$ cat config.mk
export PLATFORM = sky130hd
export DESIGN_NAME = mem_stage
export DESIGN_NICKNAME = d
export VERILOG_FILES = /design/src/rtl/mem_stage.sv
export SDC_FILE = /design/constraint.sdc
export NUM_CORES = 1
export LEC_CHECK = 0
export ABC_CLOCK_PERIOD_IN_PS = 3600
export CAP_MARGIN = 20
export CORE_MARGIN = 3
export CORE_UTILIZATION = 43
export DETAILED_ROUTE_END_ITERATION = 10
export PLACE_DENSITY = 0.84
export SETUP_SLACK_MARGIN = 0.02
export SYNTH_ARGS = -nofsm -noshare
export SYNTH_HDL_FRONTEND = slang
export SYNTH_SLANG_ARGS = --single-unit
$ cat constraint.sdc
create_clock -name clk -period 3.6 [get_ports clk]
set_input_delay 0.54 -clock clk [delete_from_list [all_inputs] [get_ports clk]]
set_output_delay 0.54 -clock clk [all_outputs]
set_load 0.02 [all_outputs]
$ cat src/rtl/mem_stage.sv
// MEM pipeline stage: EX/MEM to MEM/WB register plus a req/ack data-memory handshake FSM.
// Optional access timeout is built when MEM_STAGE_TIMEOUT_EN is defined.
module mem_stage #(
  parameter int unsigned DATA_WIDTH = 16,
  parameter int unsigned ADDR_WIDTH = 8,
  parameter int unsigned REG_WIDTH  = 4
) (
  input  logic                  clk,
  input  logic                  rst,
  input  logic                  validM_i,
  input  logic [DATA_WIDTH-1:0] ALUResultM_i,
  input  logic [DATA_WIDTH-1:0] WriteDataM_i,
  input  logic [REG_WIDTH-1:0]  WriteRegM_i,
  input  logic                  RegWriteM_i,
  input  logic                  MemToRegM_i,
  input  logic                  MemReadM_i,
  input  logic                  MemWriteM_i,
  output logic                  dm_req_o,
  output logic                  dm_we_o,
  output logic [ADDR_WIDTH-1:0] dm_addr_o,
  output logic [DATA_WIDTH-1:0] dm_wdata_o,
  input  logic                  dm_ack_i,
  input  logic [DATA_WIDTH-1:0] dm_rdata_i,
  output logic                  StallM_o,
  output logic [DATA_WIDTH-1:0] WBResultW_o,
  output logic [DATA_WIDTH-1:0] memData_r_o,
  output logic [REG_WIDTH-1:0]  WriteRegW_o,
  output logic                  RegWriteW_o,
  output logic                  MemToRegW_o,
  output logic                  err_o
);

  typedef enum logic [0:0] {
    StIdle,
    StAccess
  } state_e;

  state_e state_q, state_d;

  logic                  req_q, req_d;
  logic                  we_q, we_d;
  logic [ADDR_WIDTH-1:0] addr_q, addr_d;
  logic [DATA_WIDTH-1:0] wdata_q, wdata_d;

  logic [DATA_WIDTH-1:0] wb_result_q, wb_result_d;
  logic [DATA_WIDTH-1:0] mem_data_q, mem_data_d;
  logic [REG_WIDTH-1:0]  write_reg_q, write_reg_d;
  logic                  reg_write_q, reg_write_d;
  logic                  mem_to_reg_q, mem_to_reg_d;

  logic memop;
  logic stall;
  logic timeout;

  // A request with both read and write set is treated as a write.
  assign memop = validM_i & (MemReadM_i | MemWriteM_i);

  // Upper result bits are only a memory address source below ADDR_WIDTH.
  if (DATA_WIDTH > ADDR_WIDTH) begin : g_addr_hi
    logic unused_addr_hi;
    assign unused_addr_hi = ^ALUResultM_i[DATA_WIDTH-1:ADDR_WIDTH];
  end

`ifdef MEM_STAGE_TIMEOUT_EN
  logic [3:0] cnt_q, cnt_d;
  logic       err_q, err_d;

  // Fires on the 16th consecutive ACCESS cycle without an ack.
  assign timeout = (state_q == StAccess) && !dm_ack_i && (cnt_q == 4'hF);

  always_comb begin
    cnt_d = cnt_q;
    err_d = 1'b0;
    if (state_q == StAccess && !dm_ack_i) begin
      if (timeout) begin
        cnt_d = 4'h0;
        err_d = 1'b1;
      end else begin
        cnt_d = cnt_q + 4'h1;
      end
    end else begin
      cnt_d = 4'h0;
    end
  end

  always_ff @(posedge clk) begin
    if (!rst) begin
      cnt_q <= 4'h0;
      err_q <= 1'b0;
    end else begin
      cnt_q <= cnt_d;
      err_q <= err_d;
    end
  end

  assign err_o = err_q;
`else
  assign timeout = 1'b0;
  assign err_o   = 1'b0;
`endif

  always_comb begin
    state_d      = state_q;
    stall        = 1'b0;
    req_d        = req_q;
    we_d         = we_q;
    addr_d       = addr_q;
    wdata_d      = wdata_q;
    wb_result_d  = wb_result_q;
    mem_data_d   = mem_data_q;
    write_reg_d  = write_reg_q;
    mem_to_reg_d = mem_to_reg_q;
    // Bubble by default: only the write enable is cleared, the rest holds.
    reg_write_d  = 1'b0;

    unique case (state_q)
      StIdle: begin
        if (memop) begin
          stall   = 1'b1;
          req_d   = 1'b1;
          we_d    = MemWriteM_i;
          addr_d  = ALUResultM_i[ADDR_WIDTH-1:0];
          wdata_d = WriteDataM_i;
          state_d = StAccess;
        end else if (validM_i) begin
          wb_result_d  = ALUResultM_i;
          write_reg_d  = WriteRegM_i;
          reg_write_d  = RegWriteM_i;
          mem_to_reg_d = MemToRegM_i;
        end
      end
      StAccess: begin
        if (dm_ack_i) begin
          wb_result_d  = ALUResultM_i;
          write_reg_d  = WriteRegM_i;
          reg_write_d  = RegWriteM_i;
          mem_to_reg_d = MemToRegM_i;
          if (!we_q) begin
            mem_data_d = dm_rdata_i;
          end
          req_d   = 1'b0;
          state_d = StIdle;
        end else begin
          stall = 1'b1;
          if (timeout) begin
            req_d   = 1'b0;
            state_d = StIdle;
          end
        end
      end
      default: begin
        state_d = StIdle;
        req_d   = 1'b0;
      end
    endcase
  end

  always_ff @(posedge clk) begin
    if (!rst) begin
      state_q      <= StIdle;
      req_q        <= 1'b0;
      we_q         <= 1'b0;
      addr_q       <= '0;
      wdata_q      <= '0;
      wb_result_q  <= '0;
      mem_data_q   <= '0;
      write_reg_q  <= '0;
      reg_write_q  <= 1'b0;
      mem_to_reg_q <= 1'b0;
    end else begin
      state_q      <= state_d;
      req_q        <= req_d;
      we_q         <= we_d;
      addr_q       <= addr_d;
      wdata_q      <= wdata_d;
      wb_result_q  <= wb_result_d;
      mem_data_q   <= mem_data_d;
      write_reg_q  <= write_reg_d;
      reg_write_q  <= reg_write_d;
      mem_to_reg_q <= mem_to_reg_d;
    end
  end

  assign StallM_o    = rst & stall;
  assign dm_req_o    = req_q;
  assign dm_we_o     = we_q;
  assign dm_addr_o   = addr_q;
  assign dm_wdata_o  = wdata_q;
  assign WBResultW_o = wb_result_q;
  assign memData_r_o = mem_data_q;
  assign WriteRegW_o = write_reg_q;
  assign RegWriteW_o = reg_write_q;
  assign MemToRegW_o = mem_to_reg_q;

endmodule
==> key figures <==
Yosys
  • Mapped Avg Cell Area: 8.80 um^2
  • Syn. warnings: 0
  • Top cell type's share of synthesized area: 50.3%
  • Post-synthesis sequential area ratio: 50.3%
  • Synth area leaders: dfxtp_1 (50%), nand2_1 (11%), a21boi_0 (9.6%)
  • Synthesized flop and latch total: 65
  • Distinct cells, synth: 25
  • Mapped cell area: 0.00259 mm^2
  • Leading area contributor after synthesis: dfxtp_1
  • Syn Nets: 354
  • Post-synthesis cell count: 294

Timing
  • Setup TNS after final layout: 0 ns
  • Min Tclk post-route: 2.71 ns
  • FMAX: 0.369 GHz
  • RSZ-0062 raised after global routing: no
  • Crit share post-route: 75.2%
  • Clk_skew: 0.00628 ns
  • Final number of max-transition violations: 0
  • Final hold violation count: 0
  • Fin worst setup slack: 0.892 ns
  • Relative slew slack: 36.8%
  • Slew @ Worst Pin: 0.946 ns
  • Final setup vio count: 0

CTS
  • Insertion delay to the later sink of the worst-skew pair: 0.32 ns
  • H-tree depth: 3
  • Post-CTS Hold Buffers: 0
  • CTS buffer count: 9
  • Maximum clock path buffer count: 2
  • Resized cells post-CTS: 0
  • Clk root buf: clkbuf_8
  • CTS tree: yes
  • Setup Buffers After CTS: 0
  • Clock slew at reported path FFs: 0.06 ns
  • Clock sinks: 65

Route
  • Vias/cell: 5.02
  • Final WL: 6890 um
  • Initial DRC count: 79
  • Via count: 2433
  • Detail Route Antenna Nets: 0
  • Wirelength per Cell: 14.2 um
  • Drt first pass iters: 4
  • Post-route DRC: 0

Critical path
  • Startpoint types: primary input
  • WS Path Type: in2out
  • Critical Path Sink Type: primary output
  • Crit path DAT: 2.17 ns
  • Crit-path max FO: 26
  • CP required: 3.06 ns

Placement
  • Placed cell count: 469
  • Final HPWL DP: 4770 um
  • Dpl ws: 0.889 ns
  • PortBufs: 124
  • Dpl cell area: 0.00382 mm^2
  • Final GP Congestion: 0.735

Global routing
  • First-pass GRT wire length: 11500 um
  • GR Overflow Total: 0
  • Number of global-route vias before repair: 2404
  • Largest net degree at the start of global routing: 87
  • GRT Total Usage: 20.1%
  • Antenna violations before repair: 0

Layout
  • Post-Layout Inst Area: 0.00399 mm^2
  • Area Overhead vs Synth: 54.4%
  • # diodes: 0
  • Layout Cells excl Fill: 485
  • Nets: 468
  • Fillers: 444
  • Register area: 0.00130 mm^2
  • Layout cells sized above 1: 5.57%
  • Multi-input gate area: 0.00115 mm^2

Power and ir drop
  • LEAKAGE: 0.00156 uW
  • Power Density: 406 mW/mm^2
  • IR Drop Worst-Case VDD: 0.256 mV

Floorplan
  • # rows: 27
  • Initial Util: 45.6%
  • Die X-Extent: 83.6 um
  • IO Count: 126
  • Die area: 0.00698 mm^2
  • Die Y: 83.6 um
  • Core Area: 0.00568 mm^2

Hold path
  • Worst Hold Class: reg2reg

Run
  • Total of max-cap violations: 0

Run status
  • Outcome: complete, no violations
==> critical path, cell delays in order <==
cell	delay [ns]
clkdlybuf4s50_1	0.47
nand2b_1	0.05
buf_4	0.20
o22ai_1	0.16
and2_1	0.14
clkdlybuf4s50_1	0.60
==> flip-flops by register name, summed over array words and instances (netlist names), 4 cells and up <==
| register | flops |
|---|---|
| memData_r_o | 16 |
| WriteRegW_o | 4 |
| WBResultW_o | 16 |
| dm_addr_o | 8 |
| dm_wdata_o | 16 |
==> placed cells by master, fill, tap and decap left out <==
cell type        instances
clkdlybuf4s50_1        123
nand2_1                 77
dfxtp_1                 65
a21boi_0                33
o21ai_0                 25
nand3_1                 24
mux2i_1                 21
clkbuf_8                11
a21boi_1                 8
buf_4                    4
clkinv_2                 3
inv_1                    2
and2_1                   2
clkbuf_1                 2
nor2_2                   1
nand2b_1                 1
o22ai_1                  1
nor2b_2                  1
a21boi_4                 1
or2_2                    1
and3b_1                  1
nand3b_1                 1
a22oi_1                  1
nor2b_1                  1
nor2_1                   1
conb_1                   1
buf_2                    1
==> per-layer routing <==
layer  vias up  part of all wire [%]  wire, um  global-route usage, %
met4         0                  0.86        59                   6.14
met1      1120                    43      2950                   24.6
met3         6                   9.0       618                   8.98
met2        96                    47      3260                   31.9
met5         -                     0         0                      0
li1       1211                     -         -                      -
==> path summary, 6_finish.rpt <==
path | startpoint | to | slack [ns] | depth (start not counted)
worst max-delay path | validM_i | StallM_o | 0.89 | 6
worst min-delay path | WBResultW_o[15]$_SDFFE_PN0P_ | WBResultW_o[15]$_SDFFE_PN0P_ | 0.46 | 2
worst max register to register | state_q$_SDFF_PN0_ | WBResultW_o[13]$_SDFFE_PN0P_ | 2.00 | 3
worst min register to register | WBResultW_o[15]$_SDFFE_PN0P_ | WBResultW_o[15]$_SDFFE_PN0P_ | 0.46 | 2
==> where the power goes <==
part / internal (uW) / switching [uW] / leakage, uW
combinational: 161 / 146 / 0.000932
sequential: 757 / 19.4 / 0.000531
clock: 285 / 255 / 0.0000932
==> cell usage after synthesis <==
cell type and number:
a21boi_0 33, a21boi_1 8, a21boi_4 1, a22oi_1 1, and2_1 2, and3b_1 1, buf_2 8, buf_4 1
buf_6 2, clkbuf_1 12, clkbuf_2 2, conb_1 1, dfxtp_1 65, inv_1 2, mux2i_1 21, nand2_1 77
nand2b_1 1, nand3_1 24, nand3b_1 1, nor2_1 1, nor2_2 1, nor2b_1 2, o21ai_0 25, o22ai_1 1
or2_2 1
==> cell families (layout without fill, tap and decap cells) <==
family	count (synthesis)	in the layout	share of synthesized area (%)
AOI/OAI and AO/OA	69	69	18.0
buffers and inverters	27	146	5.13
DFF	65	65	50.3
muxes	21	21	8.13
other	1	1	0.145
and+or+nand+nor	111	111	18.3
==> stage by stage <==
step	hold slack [ns]	total power, uW	utilization, %
5_1_grt	0.486	1700	70.4
3_5_place_dp	0.456	1100	67.3
3_3_place_gp	0.442	1090	67.3
4_1_cts	0.465	1640	70.4
2_1_floorplan	0.533	939	-
6_report	0.462	1620	70.4
==> layout make-up <==
cell class	instances	area share, %
Timing Repair Buffer	128	31.7
Inverter	2	0.188
Sequential cell	65	32.6
Multi-Input combinational cell	202	28.9
Clock buffer	13	3.98
Tap cell	72	2.26
Clock inverter	3	0.376
(Power assumes the default switching activity.)
